$ cat config.mk
export PLATFORM = sky130hd
export DESIGN_NAME = iic_bus_arbiter
export DESIGN_NICKNAME = d
export VERILOG_FILES = /design/src/rtl/iic_arb_pkg.sv /design/src/rtl/iic_req_slot.sv /design/src/rtl/iic_bus_arbiter.sv
export SDC_FILE = /design/constraint.sdc
export NUM_CORES = 1
export LEC_CHECK = 0
export ABC_AREA = 1
export BUFFER_PORTS_ARGS = -buffer_cell sky130_fd_sc_hd__buf_4
export CORE_MARGIN = 1.5
export CORE_UTILIZATION = 54
export DETAILED_ROUTE_END_ITERATION = 10
export PLACE_DENSITY = 0.86
export SLEW_MARGIN = 20
export SYNTH_ARGS = -nofsm -noshare
export SYNTH_HDL_FRONTEND = slang
export SYNTH_SLANG_ARGS = --single-unit
$ cat constraint.sdc
create_clock -name clk -period 4.5 [get_ports clk]
set_input_delay 0.675 -clock clk [delete_from_list [all_inputs] [get_ports clk]]
set_output_delay 0.675 -clock clk [all_outputs]
set_load 0.01 [all_outputs]
$ cat src/rtl/iic_arb_pkg.sv
// iic_arb_pkg -- shared definitions for the two-client iic_drive arbiter.
//   arb_state_e : one-hot arbiter FSM state encoding
//   REQ_NUM     : number of clients sharing the master
//   BYTE_NUM_W  : width of the byte-count field of a request
//   WORD_ADDR_W : width of the register-address field of a request
package iic_arb_pkg;

  localparam int REQ_NUM     = 2;
  localparam int BYTE_NUM_W  = 4;
  localparam int WORD_ADDR_W = 8;

  typedef enum logic [4:0] {
    S_IDLE      = 5'b00001,
    S_ISSUE     = 5'b00010,
    S_WAIT_LOW  = 5'b00100,
    S_WAIT_DONE = 5'b01000,
    S_DONE      = 5'b10000
  } arb_state_e;

endpackage

$ cat src/rtl/iic_req_slot.sv
// iic_req_slot -- one client's request holding register plus pending flag.
//   clk, rst       : clock, synchronous active-high reset
//   start_i        : request pulse; fields are captured when ready_o is high
//   rw_flag_i, byte_num_i, word_addr_i, wdata_i : request fields
//   owner_busy_i   : arbiter is busy serving this client
//   clear_i        : arbiter has consumed the pending request
//   ready_o        : client may issue a new request
//   pending_o      : a captured request awaits service
//   rw_flag_o, byte_num_o, word_addr_o, wdata_o : captured fields
module iic_req_slot
  import iic_arb_pkg::*;
#(
  parameter int P_DATA_W = 48
) (
  input  logic                   clk,
  input  logic                   rst,
  input  logic                   start_i,
  input  logic                   rw_flag_i,
  input  logic [BYTE_NUM_W-1:0]  byte_num_i,
  input  logic [WORD_ADDR_W-1:0] word_addr_i,
  input  logic [P_DATA_W-1:0]    wdata_i,
  input  logic                   owner_busy_i,
  input  logic                   clear_i,
  output logic                   ready_o,
  output logic                   pending_o,
  output logic                   rw_flag_o,
  output logic [BYTE_NUM_W-1:0]  byte_num_o,
  output logic [WORD_ADDR_W-1:0] word_addr_o,
  output logic [P_DATA_W-1:0]    wdata_o
);

  logic                   pending_q, pending_d;
  logic                   rw_flag_q, rw_flag_d;
  logic [BYTE_NUM_W-1:0]  byte_num_q, byte_num_d;
  logic [WORD_ADDR_W-1:0] word_addr_q, word_addr_d;
  logic [P_DATA_W-1:0]    wdata_q, wdata_d;
  logic                   accept;

  // A client stays blocked until its transaction has fully completed,
  // including the done cycle, so a start coincident with done is dropped.
  assign ready_o = !pending_q && !owner_busy_i;
  assign accept  = start_i && ready_o;

  always_comb begin
    pending_d   = pending_q;
    rw_flag_d   = rw_flag_q;
    byte_num_d  = byte_num_q;
    word_addr_d = word_addr_q;
    wdata_d     = wdata_q;
    if (clear_i) begin
      pending_d = 1'b0;
    end
    if (accept) begin
      pending_d   = 1'b1;
      rw_flag_d   = rw_flag_i;
      byte_num_d  = byte_num_i;
      word_addr_d = word_addr_i;
      wdata_d     = wdata_i;
    end
  end

  always_ff @(posedge clk) begin
    if (rst) begin
      pending_q   <= 1'b0;
      rw_flag_q   <= 1'b0;
      byte_num_q  <= '0;
      word_addr_q <= '0;
      wdata_q     <= '0;
    end else begin
      pending_q   <= pending_d;
      rw_flag_q   <= rw_flag_d;
      byte_num_q  <= byte_num_d;
      word_addr_q <= word_addr_d;
      wdata_q     <= wdata_d;
    end
  end

  assign pending_o   = pending_q;
  assign rw_flag_o   = rw_flag_q;
  assign byte_num_o  = byte_num_q;
  assign word_addr_o = word_addr_q;
  assign wdata_o     = wdata_q;

endmodule

$ cat src/rtl/iic_bus_arbiter.sv
// iic_bus_arbiter -- shares one iic_drive master between two clients.
// Requests are held per client, granted round-robin, sequenced through the
// master's start/ready handshake and completed back to the owning client.
// A watchdog and a lost-start detector free the bus if the master hangs.
//   clk, rst           : clock, synchronous active-high reset
//   reqN_*  (N = 0,1)  : client request fields in, ready/done/status/read data out
//   m_*                : iic_drive handshake, fields and returned status/data
module iic_bus_arbiter
  import iic_arb_pkg::*;
#(
  parameter int P_TIMEOUT_CYC  = 50_000,
  parameter int P_LOW_WAIT_MAX = 8,
  parameter int P_DATA_W       = 48
) (
  input  logic                   clk,
  input  logic                   rst,
  input  logic                   req0_start,
  input  logic                   req0_rw_flag,
  input  logic [BYTE_NUM_W-1:0]  req0_byte_num,
  input  logic [WORD_ADDR_W-1:0] req0_word_addr,
  input  logic [P_DATA_W-1:0]    req0_wdata,
  output logic                   req0_ready,
  output logic [P_DATA_W-1:0]    req0_rdata,
  output logic                   req0_rdata_valid,
  output logic                   req0_done,
  output logic                   req0_ack_error,
  output logic                   req0_timeout,
  input  logic                   req1_start,
  input  logic                   req1_rw_flag,
  input  logic [BYTE_NUM_W-1:0]  req1_byte_num,
  input  logic [WORD_ADDR_W-1:0] req1_word_addr,
  input  logic [P_DATA_W-1:0]    req1_wdata,
  output logic                   req1_ready,
  output logic [P_DATA_W-1:0]    req1_rdata,
  output logic                   req1_rdata_valid,
  output logic                   req1_done,
  output logic                   req1_ack_error,
  output logic                   req1_timeout,
  output logic                   m_start,
  input  logic                   m_ready,
  output logic                   m_rw_flag,
  output logic [BYTE_NUM_W-1:0]  m_byte_num,
  output logic [WORD_ADDR_W-1:0] m_word_addr,
  output logic [P_DATA_W-1:0]    m_wdata,
  input  logic [P_DATA_W-1:0]    m_rdata,
  input  logic                   m_rdata_valid,
  input  logic                   m_ack_error
);

  localparam int WD_W  = $clog2(P_TIMEOUT_CYC + 1);
  localparam int LOW_W = $clog2(P_LOW_WAIT_MAX + 1);
  localparam logic [WD_W-1:0]  WD_LAST  = WD_W'(P_TIMEOUT_CYC - 1);
  localparam logic [LOW_W-1:0] LOW_LAST = LOW_W'(P_LOW_WAIT_MAX - 1);

  arb_state_e             state_q, state_d;
  logic                   grant_q, grant_d;
  logic                   last_grant_q, last_grant_d;
  logic                   err_q, err_d;
  logic                   timeout_q, timeout_d;
  logic [WD_W-1:0]        wd_q, wd_d;
  logic [LOW_W-1:0]       low_q, low_d;
  logic                   m_start_q, m_start_d;
  logic                   m_rw_flag_q, m_rw_flag_d;
  logic [BYTE_NUM_W-1:0]  m_byte_num_q, m_byte_num_d;
  logic [WORD_ADDR_W-1:0] m_word_addr_q, m_word_addr_d;
  logic [P_DATA_W-1:0]    m_wdata_q, m_wdata_d;

  logic                   busy;
  logic                   wd_hit;
  logic                   sel;
  logic [REQ_NUM-1:0]     start_v, rw_in_v, ready_v, pending_v, clear_v, owner_v, rw_slot_v;
  logic [BYTE_NUM_W-1:0]  byte_num_in   [REQ_NUM];
  logic [BYTE_NUM_W-1:0]  byte_num_slot [REQ_NUM];
  logic [WORD_ADDR_W-1:0] addr_in       [REQ_NUM];
  logic [WORD_ADDR_W-1:0] addr_slot     [REQ_NUM];
  logic [P_DATA_W-1:0]    wdata_in      [REQ_NUM];
  logic [P_DATA_W-1:0]    wdata_slot    [REQ_NUM];

  assign start_v        = {req1_start, req0_start};
  assign rw_in_v        = {req1_rw_flag, req0_rw_flag};
  assign byte_num_in[0] = req0_byte_num;
  assign byte_num_in[1] = req1_byte_num;
  assign addr_in[0]     = req0_word_addr;
  assign addr_in[1]     = req1_word_addr;
  assign wdata_in[0]    = req0_wdata;
  assign wdata_in[1]    = req1_wdata;

  assign busy   = (state_q != S_IDLE);
  assign wd_hit = (wd_q == WD_LAST);

  generate
    for (genvar gi = 0; gi < REQ_NUM; gi++) begin : g_slot
      assign owner_v[gi] = busy && (int'(grant_q) == gi);

      iic_req_slot #(
        .P_DATA_W (P_DATA_W)
      ) u_slot (
        .clk          (clk),
        .rst          (rst),
        .start_i      (start_v[gi]),
        .rw_flag_i    (rw_in_v[gi]),
        .byte_num_i   (byte_num_in[gi]),
        .word_addr_i  (addr_in[gi]),
        .wdata_i      (wdata_in[gi]),
        .owner_busy_i (owner_v[gi]),
        .clear_i      (clear_v[gi]),
        .ready_o      (ready_v[gi]),
        .pending_o    (pending_v[gi]),
        .rw_flag_o    (rw_slot_v[gi]),
        .byte_num_o   (byte_num_slot[gi]),
        .word_addr_o  (addr_slot[gi]),
        .wdata_o      (wdata_slot[gi])
      );
    end
  endgenerate

  always_comb begin
    state_d       = state_q;
    grant_d       = grant_q;
    last_grant_d  = last_grant_q;
    err_d         = err_q;
    timeout_d     = timeout_q;
    wd_d          = wd_q;
    low_d         = low_q;
    m_start_d     = 1'b0;
    m_rw_flag_d   = m_rw_flag_q;
    m_byte_num_d  = m_byte_num_q;
    m_word_addr_d = m_word_addr_q;
    m_wdata_d     = m_wdata_q;
    clear_v       = '0;
    // With both pending, the client not served last wins; otherwise the
    // single pending client is picked.
    sel           = (pending_v == 2'b11) ? ~last_grant_q : pending_v[1];

    unique case (state_q)
      S_IDLE: begin
        if (|pending_v) begin
          grant_d       = sel;
          m_rw_flag_d   = rw_slot_v[sel];
          m_byte_num_d  = byte_num_slot[sel];
          m_word_addr_d = addr_slot[sel];
          m_wdata_d     = wdata_slot[sel];
          wd_d          = '0;
          state_d       = S_ISSUE;
        end
      end
      S_ISSUE: begin
        wd_d = wd_q + 1'b1;
        if (wd_hit) begin
          // Master never became ready: the request is dropped, not retried.
          clear_v[grant_q] = 1'b1;
          last_grant_d     = grant_q;
          timeout_d        = 1'b1;
          state_d          = S_DONE;
        end else if (m_ready) begin
          m_start_d        = 1'b1;
          clear_v[grant_q] = 1'b1;
          last_grant_d     = grant_q;
          wd_d             = '0;
          low_d            = '0;
          state_d          = S_WAIT_LOW;
        end
      end
      S_WAIT_LOW: begin
        wd_d = wd_q + 1'b1;
        if (wd_hit) begin
          timeout_d = 1'b1;
          state_d   = S_DONE;
        end else if (!m_ready) begin
          state_d = S_WAIT_DONE;
        end else if (low_q == LOW_LAST) begin
          // Master ignored the start pulse.
          timeout_d = 1'b1;
          state_d   = S_DONE;
        end else begin
          low_d = low_q + 1'b1;
        end
      end
      S_WAIT_DONE: begin
        wd_d = wd_q + 1'b1;
        if (m_ack_error) begin
          err_d = 1'b1;
        end
        if (wd_hit) begin
          timeout_d = 1'b1;
          state_d   = S_DONE;
        end else if (m_ready) begin
          state_d = S_DONE;
        end
      end
      S_DONE: begin
        err_d     = 1'b0;
        timeout_d = 1'b0;
        state_d   = S_IDLE;
      end
      default: begin
        state_d = S_IDLE;
      end
    endcase
  end

  always_ff @(posedge clk) begin
    if (rst) begin
      state_q       <= S_IDLE;
      grant_q       <= 1'b0;
      last_grant_q  <= 1'b1;
      err_q         <= 1'b0;
      timeout_q     <= 1'b0;
      wd_q          <= '0;
      low_q         <= '0;
      m_start_q     <= 1'b0;
      m_rw_flag_q   <= 1'b0;
      m_byte_num_q  <= '0;
      m_word_addr_q <= '0;
      m_wdata_q     <= '0;
    end else begin
      state_q       <= state_d;
      grant_q       <= grant_d;
      last_grant_q  <= last_grant_d;
      err_q         <= err_d;
      timeout_q     <= timeout_d;
      wd_q          <= wd_d;
      low_q         <= low_d;
      m_start_q     <= m_start_d;
      m_rw_flag_q   <= m_rw_flag_d;
      m_byte_num_q  <= m_byte_num_d;
      m_word_addr_q <= m_word_addr_d;
      m_wdata_q     <= m_wdata_d;
    end
  end

  assign m_start     = m_start_q;
  assign m_rw_flag   = m_rw_flag_q;
  assign m_byte_num  = m_byte_num_q;
  assign m_word_addr = m_word_addr_q;
  assign m_wdata     = m_wdata_q;

  assign req0_ready       = ready_v[0];
  assign req1_ready       = ready_v[1];
  assign req0_rdata       = m_rdata;
  assign req1_rdata       = m_rdata;
  assign req0_rdata_valid = m_rdata_valid && owner_v[0];
  assign req1_rdata_valid = m_rdata_valid && owner_v[1];
  assign req0_done        = (state_q == S_DONE) && !grant_q;
  assign req1_done        = (state_q == S_DONE) && grant_q;
  assign req0_ack_error   = req0_done && err_q;
  assign req1_ack_error   = req1_done && err_q;
  assign req0_timeout     = req0_done && timeout_q;
  assign req1_timeout     = req1_done && timeout_q;

endmodule

==> impl_metrics.env, run 1 <==
export IMPL_worstSetupStartpointType="flip-flop"
export IMPL_avgSynthCellArea_um2=7.44
export IMPL_path_clk_slew_ps=60
export IMPL_num_nets_final=1519
export IMPL_reg2reg_to="wd_q[9]"
export IMPL_cts_tree="built"
export IMPL_track_usage=0.272
export IMPL_worst_pin_slew_ps=1070
export IMPL_yosys_area_top_type_share=0.446
export IMPL_diodes=0
export IMPL_syn_cell_area_mm2=0.00964
export IMPL_startpoint="state_q[2]"
export IMPL_die_area_mm2=0.0187
export IMPL_grt_pass1_wl_mm=41.0
export IMPL_initial_core_util=0.555
export IMPL_vias_per_cell=5.66
export IMPL_wl_mm=26.2
export IMPL_power_switching_w=0.00159
export IMPL_p_clk_frac=0.331
export IMPL_drt_iter0_markers=713
export IMPL_stdcell_area_mm2=0.0110
export IMPL_numCtsBuffers=21
export IMPL_netlist_instances=1296
export IMPL_cts_max_level=1
export IMPL_rrSetupSlack_ps=2090
export IMPL_yosysWarnings=0
export IMPL_hp_class="in2reg"
export IMPL_ys_seq_area_frac=0.446
export IMPL_wl_per_cell_um=16.6
export IMPL_ys_ff_latch=215
export IMPL_insertion_delay_ps=490
export IMPL_dr_pass1_iters=5
export IMPL_synth_area_leaders="dfxtp_1 (45%), nand2_1 (13%), nand3_1 (8.5%), buf_4 (7.8%), a21oi_1 (7.2%)"
export IMPL_skew_ps=11.7
export IMPL_yosysTopAreaCell="dfxtp_1"
export IMPL_rsz0062_at_grt="false"
export IMPL_fp_dieH_um=137
export IMPL_p_sw_frac=0.307
export IMPL_crit_path_end="req1_ready"
export IMPL_post_cts_buffers=0
export IMPL_setup_violations=0
export IMPL_routabilityCongestion=0.884
export IMPL_detailed_place_area_mm2=0.0103
export IMPL_grt_ovfl_total=0
export IMPL_clock_path_buffers=3
export IMPL_ir_worst_vdd_mv=0.277
export IMPL_io_pins=345
export IMPL_p_leak_nw=4.35
export IMPL_numPortBuffers=200
export IMPL_cp_arrival_ps=2290
export IMPL_max_clock_freq_mhz=338
export IMPL_cts_resized=0
export IMPL_seqPwrFrac=0.440
export IMPL_worstPathRequired_ps=3830
export IMPL_min_from="m_ack_error"
export IMPL_root_buffer="clkbuf_16"
export IMPL_tns_ps=0
export IMPL_cts_hold_buf=0
export IMPL_final_hold_violation_count=0
export IMPL_relSlewSlack=0.283
export IMPL_layout_commonest_cell="nand2_1"
export IMPL_slew_viol_final=0
export IMPL_vias=8936
export IMPL_ant_nets=0
export IMPL_syn_nets=1475
export IMPL_area_delta_synth_final_pct=14.0
export IMPL_drive_above_1_share=0.188
export IMPL_endpoint_kind="output port"
export IMPL_grt_pass1_vias=8417
export IMPL_reg2regPathDepth=9
export IMPL_crit_type="reg2out"
export IMPL_async_reset_ff_frac=0
export IMPL_internal_power_w=0.00360
export IMPL_die_w_um=137
export IMPL_powerDensity_mw_per_mm2=473
export IMPL_drc=0
export IMPL_drv_cap=0
export IMPL_worstPathMaxFanout=62
export IMPL_period_minus_slack_ps=2960
export IMPL_grt_max_degree=80
export IMPL_numClockSinks=215
export IMPL_yosys_most_used_dff="dfxtp_1"
export IMPL_grt_antenna_before_repair=0
export IMPL_post_route_period_util=0.658
export IMPL_outcome="complete, no violations"
export IMPL_place_hpwl_mm=16.0
export IMPL_final_cell_mix="nand2_1 (340), dfxtp_1 (215), buf_4 (205)"
export IMPL_ys_types=33
export IMPL_row_count=48
export IMPL_r2r_start="state_q[2]"
export IMPL_synth_edff_count=0
export IMPL_core_area_mm2=0.0174
export IMPL_power_frac_comb=0.229
power by group through the flow:
stage / clock network, W / registers (W) / logic, W
after floorplan: 0 / 0.00235 / 0.000760
after global placement: 0 / 0.00232 / 0.00115
after detailed placement: 0 / 0.00232 / 0.00118
after CTS: 0.00174 / 0.00229 / 0.00119
after global routing: 0.00181 / 0.00231 / 0.00130
final: 0.00172 / 0.00229 / 0.00119
state kept, by name (all words and copies together), names as in the netlist, 4 cells and up:
signal                     cells
g_slot.u_slot.wdata_o         96
g_slot.u_slot.byte_num_o       8
wd_q                          16
m_word_addr                    8
m_wdata                       48
low_q                          4
m_byte_num                     4
g_slot.u_slot.word_addr_o     16
state_q                        5
how the worst min path moves through the flow:
stage / end / slack [ps] / cells after the start
5_1_grt: g_slot[0].u_slot.wdata_o[30] / 460 / 3
2_1_floorplan: last_grant_q / 430 / 2
3_5_place_dp: last_grant_q / 450 / 2
4_1_cts: err_q / 440 / 3
6_report: err_q / 450 / 3
3_3_place_gp: last_grant_q / 440 / 2
cells by family (layout without fill, tap and decap cells):
group,Yosys count,in the layout,share of synthesized area
AOI/OAI and AO/OA,276,276,0.156
xor gates and xnor gates,4,4,0.00363
adders and majority gates,2,2,0.00260
buffers and inverters,232,289,0.141
DFF,215,215,0.446
and+or+nand+nor,567,567,0.250
cell usage after synthesis, types with 3 or more instances:
| master | count |
|---|---|
| xnor2_1 | 3 |
| nor2_1 | 42 |
| buf_6 | 10 |
| inv_1 | 44 |
| dfxtp_1 | 215 |
| clkbuf_1 | 52 |
| a21oi_4 | 3 |
| nand3_1 | 163 |
| o21ai_0 | 67 |
| nand2_1 | 341 |
| buf_4 | 100 |
| buf_2 | 20 |
| a31oi_1 | 63 |
| nor3_1 | 7 |
| nand4_1 | 6 |
| a21oi_1 | 138 |
metal layers:
metal,vias to the layer above,global-route usage,wire length [µm],share of wire
li1,4308,-,-,-
met1,4181,0.340,10700,0.41
met2,371,0.453,12300,0.47
met3,76,0.0607,2320,0.089
met4,0,0.112,857,0.033
met5,-,0,0,0
through the flow:
| step | setup WS, ps | total power [W] | instances | hold slack (ps) | util |
|---|---|---|---|---|---|
| finish | 1540 | 0.00520 | 1578 | 450 | 0.633 |
| global route | 1470 | 0.00541 | 1578 | 457 | 0.633 |
| CTS | 1540 | 0.00522 | 1578 | 439 | 0.633 |
| detailed placement | 1970 | 0.00350 | 1542 | 450 | 0.594 |
| global placement | 2020 | 0.00347 | 1542 | 443 | 0.594 |
| floorplan | 2700 | 0.00311 | 1296 | 429 | - |
area by class of cell:
cell class	instances	area, µm²
fill	1516	6360
sequential	215	4300
multi-input combinational	849	3980
timing repair buffer	206	1560
clock buffer	32	657
tap	225	282
inverter	47	181
clock inverter	4	26.3
critical path: stages, from the launching register on:
cell and delay [ps]:
dfxtp_1 340, nor2_2 230, nand3_4 160, a21oi_4 180, buf_4 570, buf_4 240
Power figures use the tool's default switching activity.
==> inputs of run 2 (changes only) <==
--- a/config.mk
+++ b/config.mk
@@ -8,9 +8,9 @@
 export ABC_AREA = 1
 export BUFFER_PORTS_ARGS = -buffer_cell sky130_fd_sc_hd__buf_4
 export CORE_MARGIN = 1.5
-export CORE_UTILIZATION = 54
+export CORE_UTILIZATION = 50
 export DETAILED_ROUTE_END_ITERATION = 10
-export PLACE_DENSITY = 0.86
+export PLACE_DENSITY = 0.8
 export SLEW_MARGIN = 20
 export SYNTH_ARGS = -nofsm -noshare
 export SYNTH_HDL_FRONTEND = slang
==> constraint.sdc (replaced) <==
create_clock -name clk -period 3 [get_ports clk]
set_input_delay 0.45 -clock clk [delete_from_list [all_inputs] [get_ports clk]]
set_output_delay 0.45 -clock clk [all_outputs]
set_load 0.01 [all_outputs]
==> impl_metrics.env, run 2 (same netlist as run 1, synthesis figures left out) <==
export IMPL_drc=0
export IMPL_worstPathRequired_ps=2550
export IMPL_drt_iter0_markers=581
export IMPL_min_from="m_ack_error"
export IMPL_worstHoldEndpoint="err_q"
export IMPL_final_cells=1626
export IMPL_grt_pass1_vias=8200
export IMPL_hp_class="in2reg"
export IMPL_relSlewSlack=0.408
export IMPL_layout_commonest_cell="nand2_1"
export IMPL_ir_worst_vdd_mv=0.464
export IMPL_numPortBuffers=200
export IMPL_reg2regPathDepth=6
export IMPL_reg2reg_to="g_slot[0].u_slot.wdata_o[36]"
export IMPL_dr_pass1_iters=8
export IMPL_r2r_start="grant_q"
export IMPL_worstPathMaxFanout=62
export IMPL_worstSetupStartpointType="flip-flop"
export IMPL_place_hpwl_mm=17.1
export IMPL_stdcell_area_mm2=0.0111
export IMPL_track_usage=0.257
export IMPL_root_buffer="clkbuf_16"
export IMPL_grt_max_degree=125
export IMPL_cp_arrival_ps=2260
export IMPL_max_clock_freq_mhz=369
export IMPL_insertion_delay_ps=510
export IMPL_cts_max_level=1
export IMPL_endpoint_kind="output port"
export IMPL_die_w_um=142
export IMPL_core_area_mm2=0.0188
export IMPL_detailed_place_area_mm2=0.0104
export IMPL_min_path_cells=3
export IMPL_numCtsBuffers=23
export IMPL_final_hold_violation_count=0
export IMPL_initial_core_util=0.512
export IMPL_period_minus_slack_ps=2710
export IMPL_post_cts_buffers=0
export IMPL_fp_dieH_um=142
export IMPL_rsz0062_at_grt="false"
export IMPL_cts_hold_buf=0
export IMPL_cts_tree="built"
export IMPL_worst_pin_slew_ps=888
export IMPL_clock_path_buffers=3
export IMPL_vias=8918
export IMPL_io_pins=345
export IMPL_crit_type="reg2out"
export IMPL_largest_reg_flops=96
export IMPL_post_place_cells=1585
export IMPL_routabilityCongestion=0.894
export IMPL_setup_violations=0
export IMPL_area_delta_synth_final_pct=15.6
export IMPL_startpoint="grant_q"
export IMPL_die_area_mm2=0.0201
export IMPL_post_route_period_util=0.902
export IMPL_diodes=0
export IMPL_drv_cap=0
export IMPL_vias_per_cell=5.48
export IMPL_row_count=50
export IMPL_rrSetupSlack_ps=910
export IMPL_outcome="complete, no violations"
export IMPL_skew_ps=16.9
export IMPL_grt_ovfl_total=0
export IMPL_tns_ps=0
export IMPL_drive_above_1_share=0.193
export IMPL_path_clk_slew_ps=60
export IMPL_num_nets_final=1529
export IMPL_ant_nets=0
export IMPL_numClockSinks=215
export IMPL_p_leak_nw=4.41
export IMPL_final_cell_mix="nand2_1 (340), dfxtp_1 (215), buf_4 (212)"
export IMPL_grt_pass1_wl_mm=41.8
export IMPL_grt_antenna_before_repair=0
export IMPL_cts_resized=0
export IMPL_slew_viol_final=0
export IMPL_wl_per_cell_um=16.5
export IMPL_wl_mm=26.9
export IMPL_powerDensity_mw_per_mm2=713
-- run 2: changes by cell type in the layout (fill, tap and decap cells not counted) --
cell,previous run,this run
clkbuf_16,21,23
inv_2,0,2
clkbuf_8,9,6
clkbuf_1,2,6
buf_12,1,2
clkinv_2,2,1
inv_4,2,0
clkinv_4,1,2
inv_6,0,2
buf_4,205,212
-- run 2: worst max-delay path by stage --
stage | end | slack (ps)
after floorplan | req1_ready | 1420
after global placement | req0_ready | 900
after detailed placement | state_q[4] | 820
after CTS | req0_ready | 280
after global routing | req0_ready | 180
final | req0_ready | 290
-- run 2: final cells by class --
class	instances	area, µm²
clock buffer	35	681
clock inverter	6	47.5
fill	1758	7680
inverter	47	176
multi-input combinational	849	3980
sequential	215	4300
tap	260	325
timing repair buffer	214	1630
-- run 2: report_power, final --
part	total (W)	leakage, nW	switching (W)	internal [W]
registers	0.00344	1.76	0.000217	0.00322
clock network	0.00271	0.355	0.00114	0.00157
logic	0.00180	2.30	0.00111	0.000693
-- run 2: routing by layer --
layer  vias to the layer above  GRT usage  wire length, µm
met5                         -          0                0
met4                         0      0.116              954
met3                        83     0.0520             2110
met2                       341      0.409            12500
met1                      4161      0.337            11300
li1                       4333          -                -
-- run 2: metrics by stage --
step | util | hold slack [ps] | setup WS (ps) | total power, W
3_5_place_dp | 0.553 | 452 | 818 | 0.00528
6_report | 0.592 | 211 | 293 | 0.00795
2_1_floorplan | - | 429 | 1420 | 0.00466
3_3_place_gp | 0.553 | 441 | 896 | 0.00524
5_1_grt | 0.592 | 209 | 178 | 0.00830
4_1_cts | 0.592 | 200 | 285 | 0.00798
-- run 2: worst max-delay path, stage by stage, from the launching register on --
cell and delay, ps:
dfxtp_1 500, inv_1 210, a21oi_4 200, buf_4 560
buf_4 240
